File: config.mk
export PLATFORM = sky130hd
export DESIGN_NAME = matrix_unload_ctrl_flat
export DESIGN_NICKNAME = d
export VERILOG_FILES = /design/src/rtl/matrix_pkg.sv /design/src/rtl/matrix_unload_ctrl_if.sv /design/src/rtl/matrix_unload_ctrl_fifo.sv /design/src/rtl/matrix_unload_ctrl.sv /design/src/flat_wrapper.sv
export SDC_FILE = /design/constraint.sdc
export NUM_CORES = 1
export LEC_CHECK = 0
export ABC_CLOCK_PERIOD_IN_PS = 5100
export BUFFER_PORTS_ARGS = -buffer_cell sky130_fd_sc_hd__buf_2
export CORE_MARGIN = 3
export CORE_UTILIZATION = 34
export CTS_CLUSTER_DIAMETER = 200
export DETAILED_ROUTE_END_ITERATION = 12
export PLACE_DENSITY = 0.63
export SLEW_MARGIN = 20
export SYNTH_ARGS = -nofsm -noshare
export SYNTH_HDL_FRONTEND = slang
export SYNTH_SLANG_ARGS = --single-unit
File: constraint.sdc
create_clock -name clk -period 5.1 [get_ports clk]
set_input_delay 0.765 -clock clk [delete_from_list [all_inputs] [get_ports clk]]
set_output_delay 0.765 -clock clk [all_outputs]
set_load 0.05 [all_outputs]
File: src/rtl/matrix_pkg.sv
// ---------------------------------------------------------------------------
// matrix_pkg
// Shared definitions for the MxC result-RAM sequencers (writer and reader).
//   DIM, DATA_W, LOG2_DIM, ADDR_W, N : default matrix geometry
//   mat_state_e                      : 2-bit sequencer state encoding
// ---------------------------------------------------------------------------
package matrix_pkg;

    localparam int DIM      = 4;
    localparam int DATA_W   = 16;
    localparam int LOG2_DIM = $clog2(DIM);
    localparam int ADDR_W   = 2 * LOG2_DIM;
    localparam int N        = DIM * DIM;

    typedef enum logic [1:0] {
        ST_IDLE  = 2'd0,
        ST_RUN   = 2'd1,
        ST_DRAIN = 2'd2,
        ST_DONE  = 2'd3
    } mat_state_e;

endpackage

File: src/rtl/matrix_unload_ctrl_if.sv
// ---------------------------------------------------------------------------
// matrix_unload_ctrl_if
// Control, RAM-read and output-stream signals of the MxC unload sequencer.
//   master : sequencer side (drives busy/done, RAM read, stream beat)
//   slave  : environment side (drives start, RAM data, stream ready)
// ---------------------------------------------------------------------------
interface matrix_unload_ctrl_if #(
    parameter int DATA_W = matrix_pkg::DATA_W,
    parameter int ADDR_W = matrix_pkg::ADDR_W
);
    logic              start;
    logic              busy;
    logic              done;
    logic              mem_rd_en;
    logic [ADDR_W-1:0] mem_addr;
    logic [DATA_W-1:0] mem_rdata;
    logic              out_valid;
    logic              out_ready;
    logic [DATA_W-1:0] out_data;
    logic [ADDR_W-1:0] out_idx;
    logic              out_last;

    modport master (
        input  start, mem_rdata, out_ready,
        output busy, done, mem_rd_en, mem_addr, out_valid, out_data, out_idx, out_last
    );

    modport slave (
        output start, mem_rdata, out_ready,
        input  busy, done, mem_rd_en, mem_addr, out_valid, out_data, out_idx, out_last
    );
endinterface

File: src/rtl/matrix_unload_ctrl_fifo.sv
// ---------------------------------------------------------------------------
// mat_skid_fifo2
// Two-entry FIFO holding returned RAM words until the consumer takes them.
//   clk, rst : clock, synchronous active-high reset (clears storage too)
//   push     : write wdata (accepted when not full, or full with pop)
//   pop      : drop head (ignored when empty)
//   rdata    : head entry
//   full, empty, count : occupancy
// ---------------------------------------------------------------------------
module mat_skid_fifo2 #(
    parameter int W = 20
) (
    input  logic         clk,
    input  logic         rst,
    input  logic         push,
    input  logic [W-1:0] wdata,
    input  logic         pop,
    output logic [W-1:0] rdata,
    output logic         full,
    output logic         empty,
    output logic [1:0]   count
);
    logic [W-1:0] slot [2];
    logic         wr_ptr;
    logic         rd_ptr;
    logic [1:0]   cnt;
    logic         do_pop;
    logic         do_push;

    assign do_pop  = pop && (cnt != 2'd0);
    // When full, a simultaneous pop frees the head slot, which is exactly
    // where wr_ptr points, so the incoming word can land there.
    assign do_push = push && ((cnt != 2'd2) || do_pop);

    always_ff @(posedge clk) begin
        if (rst) begin
            slot[0] <= '0;
            slot[1] <= '0;
            wr_ptr  <= 1'b0;
            rd_ptr  <= 1'b0;
            cnt     <= 2'd0;
        end else begin
            if (do_push) begin
                slot[wr_ptr] <= wdata;
                wr_ptr       <= ~wr_ptr;
            end
            if (do_pop) rd_ptr <= ~rd_ptr;
            case ({do_push, do_pop})
                2'b10:   cnt <= cnt + 2'd1;
                2'b01:   cnt <= cnt - 2'd1;
                default: cnt <= cnt;
            endcase
        end
    end

    assign rdata = slot[rd_ptr];
    assign full  = (cnt == 2'd2);
    assign empty = (cnt == 2'd0);
    assign count = cnt;
endmodule

File: src/rtl/matrix_unload_ctrl.sv
// ---------------------------------------------------------------------------
// matrix_unload_ctrl
// Walks all DIM*DIM addresses of the MxC result RAM and streams the elements
// out over valid/ready, absorbing backpressure with a 2-entry buffer.
//   clk, rst : clock, synchronous active-high reset
//   bus      : start/busy/done, RAM read port (mem_rd_en, mem_addr, mem_rdata
//              one cycle later), stream (out_valid/ready/data/idx/last)
// COL_MAJOR=1 swaps the row/column halves of the beat index to form the
// RAM address; out_idx always counts beats in stream order.
// ---------------------------------------------------------------------------
module matrix_unload_ctrl
    import matrix_pkg::*;
#(
    parameter int DATA_W    = 16,
    parameter int DIM       = 4,
    parameter int COL_MAJOR = 0
) (
    input  logic                   clk,
    input  logic                   rst,
    matrix_unload_ctrl_if.master   bus
);
    localparam int LOG2_DIM = $clog2(DIM);
    localparam int ADDR_W   = 2 * LOG2_DIM;
    localparam int N        = DIM * DIM;
    localparam int FW       = DATA_W + ADDR_W;

    localparam logic [ADDR_W:0]   N_K      = (ADDR_W+1)'(N);
    localparam logic [ADDR_W:0]   LAST_K   = (ADDR_W+1)'(N - 1);
    localparam logic [ADDR_W-1:0] LAST_IDX = ADDR_W'(N - 1);

    mat_state_e        state, state_nxt;
    logic [ADDR_W:0]   rd_k;          // reads issued, saturates at N
    logic [ADDR_W:0]   bt_k;          // beats accepted, saturates at N
    logic              rd_pend;       // read issued last cycle, data on mem_rdata now
    logic [ADDR_W-1:0] rd_pend_idx;
    logic [ADDR_W-1:0] rd_addr;
    logic              hs;
    logic              credit;
    logic              issue;

    logic [FW-1:0]     fifo_head;
    logic              fifo_full;
    logic              fifo_empty;
    logic [1:0]        fifo_cnt;

    assign hs = bus.out_valid && bus.out_ready;

    // A read may issue while (buffered + in flight - popping now) < 2, so a
    // pop this cycle frees a slot and sustains one beat per cycle.
    assign credit = fifo_full ? (hs && !rd_pend)
                              : ((fifo_cnt == 2'd0) || !rd_pend || hs);
    assign issue  = (state == ST_RUN) && (rd_k < N_K) && credit;

    generate
        if (COL_MAJOR != 0) begin : g_col
            assign rd_addr = {rd_k[LOG2_DIM-1:0], rd_k[ADDR_W-1:LOG2_DIM]};
        end else begin : g_row
            assign rd_addr = rd_k[ADDR_W-1:0];
        end
    endgenerate

    always_ff @(posedge clk) begin
        if (rst) begin
            state       <= ST_IDLE;
            rd_k        <= '0;
            bt_k        <= '0;
            rd_pend     <= 1'b0;
            rd_pend_idx <= '0;
        end else begin
            state   <= state_nxt;
            rd_pend <= issue;
            if (issue) rd_pend_idx <= rd_k[ADDR_W-1:0];
            if (state == ST_IDLE) begin
                rd_k <= '0;
                bt_k <= '0;
            end else begin
                if (issue) rd_k <= rd_k + 1'b1;
                if (hs && (bt_k != N_K)) bt_k <= bt_k + 1'b1;
            end
        end
    end

    always_comb begin
        state_nxt = state;
        case (state)
            ST_IDLE:  if (bus.start) state_nxt = ST_RUN;
            ST_RUN:   if (issue && (rd_k == LAST_K)) state_nxt = ST_DRAIN;
            ST_DRAIN: if (hs && (bt_k == LAST_K)) state_nxt = ST_DONE;
            ST_DONE:  state_nxt = ST_IDLE;
            default:  state_nxt = ST_IDLE;
        endcase
    end

    mat_skid_fifo2 #(.W(FW)) u_fifo (
        .clk   (clk),
        .rst   (rst),
        .push  (rd_pend),
        .wdata ({rd_pend_idx, bus.mem_rdata}),
        .pop   (hs),
        .rdata (fifo_head),
        .full  (fifo_full),
        .empty (fifo_empty),
        .count (fifo_cnt)
    );

    assign bus.busy      = (state != ST_IDLE);
    assign bus.done      = (state == ST_DONE);
    assign bus.mem_rd_en = issue;
    assign bus.mem_addr  = rd_addr;
    assign bus.out_valid = !fifo_empty;
    assign bus.out_data  = fifo_head[DATA_W-1:0];
    assign bus.out_idx   = fifo_head[FW-1:DATA_W];
    assign bus.out_last  = !fifo_empty && (fifo_head[FW-1:DATA_W] == LAST_IDX);
endmodule
File: src/flat_wrapper.sv
// flat-port wrapper written by rule: the top's interface ports become plain ports
module matrix_unload_ctrl_flat import matrix_pkg::*;
#(
    parameter int DATA_W    = 16,
    parameter int DIM       = 4,
    parameter int COL_MAJOR = 0
)
  (clk, rst, bus_start, bus_mem_rdata, bus_out_ready, bus_busy, bus_done, bus_mem_rd_en, bus_mem_addr, bus_out_valid, bus_out_data, bus_out_idx, bus_out_last);
  matrix_unload_ctrl_if #(.DATA_W(DATA_W)) bus_i ();
  input  logic clk;
  input  logic rst;
  input wire logic [$bits(bus_i.start)-1:0] bus_start;
  input wire logic [$bits(bus_i.mem_rdata)-1:0] bus_mem_rdata;
  input wire logic [$bits(bus_i.out_ready)-1:0] bus_out_ready;
  output wire logic [$bits(bus_i.busy)-1:0] bus_busy;
  output wire logic [$bits(bus_i.done)-1:0] bus_done;
  output wire logic [$bits(bus_i.mem_rd_en)-1:0] bus_mem_rd_en;
  output wire logic [$bits(bus_i.mem_addr)-1:0] bus_mem_addr;
  output wire logic [$bits(bus_i.out_valid)-1:0] bus_out_valid;
  output wire logic [$bits(bus_i.out_data)-1:0] bus_out_data;
  output wire logic [$bits(bus_i.out_idx)-1:0] bus_out_idx;
  output wire logic [$bits(bus_i.out_last)-1:0] bus_out_last;
  assign bus_i.start = bus_start;
  assign bus_i.mem_rdata = bus_mem_rdata;
  assign bus_i.out_ready = bus_out_ready;
  assign bus_busy = bus_i.busy;
  assign bus_done = bus_i.done;
  assign bus_mem_rd_en = bus_i.mem_rd_en;
  assign bus_mem_addr = bus_i.mem_addr;
  assign bus_out_valid = bus_i.out_valid;
  assign bus_out_data = bus_i.out_data;
  assign bus_out_idx = bus_i.out_idx;
  assign bus_out_last = bus_i.out_last;
  matrix_unload_ctrl #(.DATA_W(DATA_W), .DIM(DIM), .COL_MAJOR(COL_MAJOR)) u_core (.clk(clk), .rst(rst), .bus(bus_i));
endmodule
# ---- After elaboration in Yosys (flattened, before gate mapping)
# Memory sizes are Yosys's and may differ from the RTL's. A register that Yosys moved wholly into a read port is not among the register bits.
# Index checks and enable logic that the tools add are counted.
dict set report totals {
  register_bits 21
  ramBits 40
  in_bits 20
  output_inout_bits 29
  elab_cells 69
  n_memories 1
}
# name words word_bits read_ports rd_ports_with_merged_regs wr line
set mem_list {}
lappend mem_list {u_core.u_fifo.slot 2 20 1 1 2 matrix_unload_ctrl_fifo.sv:23} ;# logic [W-1:0] slot [2];
dict set report op_classes {
  n_addsub 4
  order_cmp 1
  n_eq_ne 14
  muxes 16
  bitwise_logic 2
  reduce_logical 23
}
# op n
set ops {}
lappend ops {{2-to-1 mux 20 bit} 1}
lappend ops {{OR reduction 20 bit} 1}
lappend ops {{adder 5 x 1 -> 5 bit, second input constant} 2}
lappend ops {{equality test 5 x 4 -> 1 bit, second input constant} 2}
lappend ops {{logical AND 1 bit} 10}
lappend ops {{2-to-1 mux 1 bit} 10}
lappend ops {{equality test 2 bit, second input constant} 4}
lappend ops {{case mux 2 bit (4 select lines)} 1}
lappend ops {{2-to-1 mux 2 bit} 3}
lappend ops {{!= test 2 bit, second input constant} 3}
lappend ops {{nonzero test 2 bit} 3}
lappend ops {{< comparator 5 bit, second input constant} 1}
lappend ops {{!= test 5 bit, second input constant} 1}
lappend ops {{equality test 2 x 1 -> 1 bit, second input constant} 2}
lappend ops {{equality test 4 bit, second input constant} 1}
lappend ops {{logical NOT 2 bit} 2}
lappend ops {{case mux 2 bit (2 select lines)} 1}
lappend ops {{logical OR 1 bit} 3}
lappend ops {{AND reduction 3 bit} 1}
lappend ops {{adder 2 x 1 -> 2 bit, second input constant} 1}
lappend ops {{logical NOT 1 bit} 2}
lappend ops {{!= test 2 x 1 -> 1 bit, second input constant} 1}
lappend ops {{inverter 1 bit} 2}
lappend ops {{OR reduction 2 bit} 1}
lappend ops {{subtractor 2 x 1 -> 2 bit, second input constant} 1}

# ---- Longest topological paths before layout
dict set report depth {
  word_depth 11
  mapped_depth 7
  mapped_depth_nobuf 6
}

# ---- By module
# Synthesis repeated with hierarchy kept, for this count alone.
dict set report unflattened {
  cells_unflattened 242
  hier_area_um2 2921.6
}
# module instances cells_each area_per_inst_um2 seq_area_each_um2
set modules_own_cells {}
lappend modules_own_cells {mat_skid_fifo2 1 139 2023.2 1301.2}
lappend modules_own_cells {matrix_unload_ctrl 1 103 898.4 340.3}

# ---- Worst setup path after synthesis
# Ideal clock, no wire load.
dict set report synth_path {
  path_type {flip-flop to output port}
  from {register (tool-made name)}
  to {output bus_out_last}
  arrival_time_ns 1.643
  required_time_ns 4.335
  path_slack_ns 2.692
  stages_incl_launch_ff 5
  n_path_buf 1
  path_cell_list {dfxtp_1 > buf_2 > mux2_2 > nand3_1 > nor2_1}
}
# item line
set synth_lines {}
lappend synth_lines {{end, declared} flat_wrapper.sv:22} ;# output wire logic [$bits(bus_i.out_last)-1:0] bus_out_last;

==> impl_metrics.ini <==
[detailed_routing]
wl_um = 5220
via_per_inst = 4.53
via_count = 1772
drt_iter0_drc = 39
detail-route-antenna-nets = 0
drcViolationCount = 0
first_pass_iters = 4
wire_per_inst_um = 13.3

[timing]
finalSetupTns_ns = 0
grt_setup_unrepaired = no
drv_slew = 0
timing.final.crit_share_pct = 54.7
tightest_slew_ns = 0.892
skew_ns = 0.00530
relSlewSlack_pct = 40.3
finalWorstSetupSlack_ns = 2.31
fmax_ghz = 0.358
period_minus_slack_ns = 2.79
hold_violations = 0
finalSetupViolCount = 0
hold_slack_ns = 0.487

[logic_synthesis]
synth_top_family_by_area = simple AND/OR/NAND/NOR gates
seq_area_frac_synth_pct = 56.2
ys.flop_type = edfxtp_1
synth_edf_count = 40
yosys.area_share.simple_pct = 17.0
syn_area_per_cell_um2 = 12.3
synth_xor_area_share_pct = 1.80
ys_top_cells_by_area = edfxtp_1 (41%), dfxtp_1 (15%), and2_1 (8.6%), mux2_2 (7.7%), ha_1 (3.9%)
synth_top_area_share_pct = 41.1
yosys.area_share.adder_pct = 3.85
synth-compound-area-share_pct = 6.30
syn_inst = 237
yosys_warnings = 0
synth_area_leader_cell = edfxtp_1
yosys-mux-area-fraction_pct = 10.4
synth_cell_types = 42
syn-cell-area_um2 = 2920
ys_async_sr_fraction_pct = 0
synth_fp_nets = 266
ys_ff_latch = 62

[clock_tree]
cts_tree = done
clock_path_buffers = 2
postCtsSetupBuffers = 0
cts_max_level = 3
clkLatencyLatePin_ns = 0.33
clkTransAtPathRegs_ns = 0.07
cts.sinks = 62
cts.hold.buffers_added = 0
cts-root-buf = clkbuf_8
cts_made_buffers = 9
cts_resized = 0

[placed_design]
dpl.hpwl_um = 3610
dp_slack_ns = 2.33
port_buffers = 48
place.gp.congestion = 0.703
dpl_cell_area_um2 = 3210
dp.cells = 375

[final_layout]
final_cell_mix = buf_2 (48), and2_1 (40), edfxtp_1 (40)
syn2layout_area_growth_pct = 16.4
n_antenna_cell = 0
layout.cells.non_filler = 391
nets = 310
drive_gt1_share_pct = 34.6
fill_cells = 803
layout_commonest_cell = buf_2
finish.utilization_pct = 41.0
seq_area_um2 = 1640
final_area_um2 = 3400
multi_input_comb_area_um2 = 1170

[flow_run]
max_cap_violations = 0

[global_routing]
grt_start_max_net_pins = 22
antenna_found_initial = 0
overflow = 0
grt_pass1_wl_um = 9000
met3_usage_pct = 4.53
first_global_vias = 1887
use_met1_pct = 14.7
grt_use_met2_pct = 18.6
busiest_layer = met2
grt_usage_pct = 11.7

[worst_setup_path]
slowest_stage = dfxtp_1
start_kind = flip-flop
cp.required_ns = 4.34
cp_max_fo = 20
critPathKind = reg2out
cpPeakStageDelay_ns = 0.89
path_buf_inv = 1
crit_arrival_ns = 2.03
crit_chain = mux2_2 > nand3_1 > nor2_1 > buf_2
cp_top_family = flip-flops
crit_path_end_kind = primary output

[power]
seq_power_share_pct = 44.4
ir_worst_vdd_mv = 0.254
p_comb_share_pct = 29.3
power_mw = 1.41
swShare_pct = 36.7
p_sw_mw = 0.519
powerDensity_nw_per_um2 = 416
intPower_mw = 0.896
p_clk_share_pct = 26.3
p_leak_nw = 1.39

[floorplanning]
core_area_um2 = 8300
die_area_um2 = 9740
rows = 33
die_h_um = 98.7
die_w_um = 98.7
start_util_pct = 35.2
pin_count = 49

[run_status]
outcome = finished, final reports clean

[hold_path]
hp-class = reg2reg
[cell usage after synthesis (2+ instances only)]
cell type / instances
dfxtp_1: 22
a21oi_1: 3
and2_1: 40
nand3_1: 3
clkbuf_1: 6
o21ai_0: 4
ha_1: 9
edfxtp_1: 40
a211oi_1: 2
nand2b_1: 3
buf_4: 4
or2_2: 4
mux2i_1: 8
o21bai_1: 2
and3_1: 2
nor3_1: 2
nor2b_1: 2
mux2_2: 20
buf_6: 2
buf_2: 2
nor2_1: 17
xor2_1: 3
nand2_1: 6
inv_1: 10
or3_1: 2
xnor2_1: 3
[final cells by class]
class                   instances  area share, %
clock buffers                   9           3.64
clock inverters                 7           1.44
inverters                      11           1.21
multi-input cells             149           34.5
flip-flops and latches         62           48.3
well taps                     105           3.86
repair buffers                 48           7.07
[state kept, by name, summed over array words and instances (netlist names), named ones only]
name and flops:
u_core.rd_k 5, u_core.u_fifo.rd_ptr 1, u_core.state 2, u_core.rd_pend_idx 4, u_core.u_fifo.slot 40, u_core.u_fifo.wr_ptr 1, u_core.u_fifo.count 2, u_core.rd_pend 1
u_core.bt_k 5
[tightest hold or removal path, delay by kind of cell, from the launching register on]
family	cells	cell delay (ns)
DFF	1	0.33
and+or+nand+nor	1	0.06
AOI/OAI and AO/OA	1	0.05
[per-layer routing]
metal  vias up  wire, um
li1        904         -
met1       821      2460
met2        42      2390
met3         5       301
met4         0        71
met5         -         0
[power groups by stage]
| stage | Sequential [mW] | Combinational, mW | Clock, mW |
|---|---|---|---|
| after global routing | 0.636 | 0.450 | 0.411 |
| after global placement | 0.635 | 0.414 | 0 |
| after detailed placement | 0.639 | 0.415 | 0 |
| after CTS | 0.628 | 0.416 | 0.389 |
| after floorplan | 0.617 | 0.363 | 0 |
| final | 0.628 | 0.414 | 0.373 |
[cell families (layout without fill, tap and decap cells)]
group,after synthesis,in the layout
and+or+nand+nor,86,86
DFF,62,62
muxes,28,28
buffers and inverters,26,75
xor gates and xnor gates,6,6
adders and majority gates,9,9
AOI/OAI and AO/OA,20,20
[worst paths after layout]
| check | from | end | slack [ns] | cells after the start |
|---|---|---|---|---|
| setup / recovery | flip-flop | bus_out_last | 2.31 | 4 |
| hold / removal | u_core.rd_k[4] | u_core.rd_k[4] | 0.49 | 2 |
| setup reg to reg | u_core.u_fifo.count[0] | u_core.u_fifo.slot[1][3] | 2.62 | 3 |
| hold reg to reg | u_core.rd_k[4] | u_core.rd_k[4] | 0.49 | 2 |
Power figures use the tool's default switching activity.
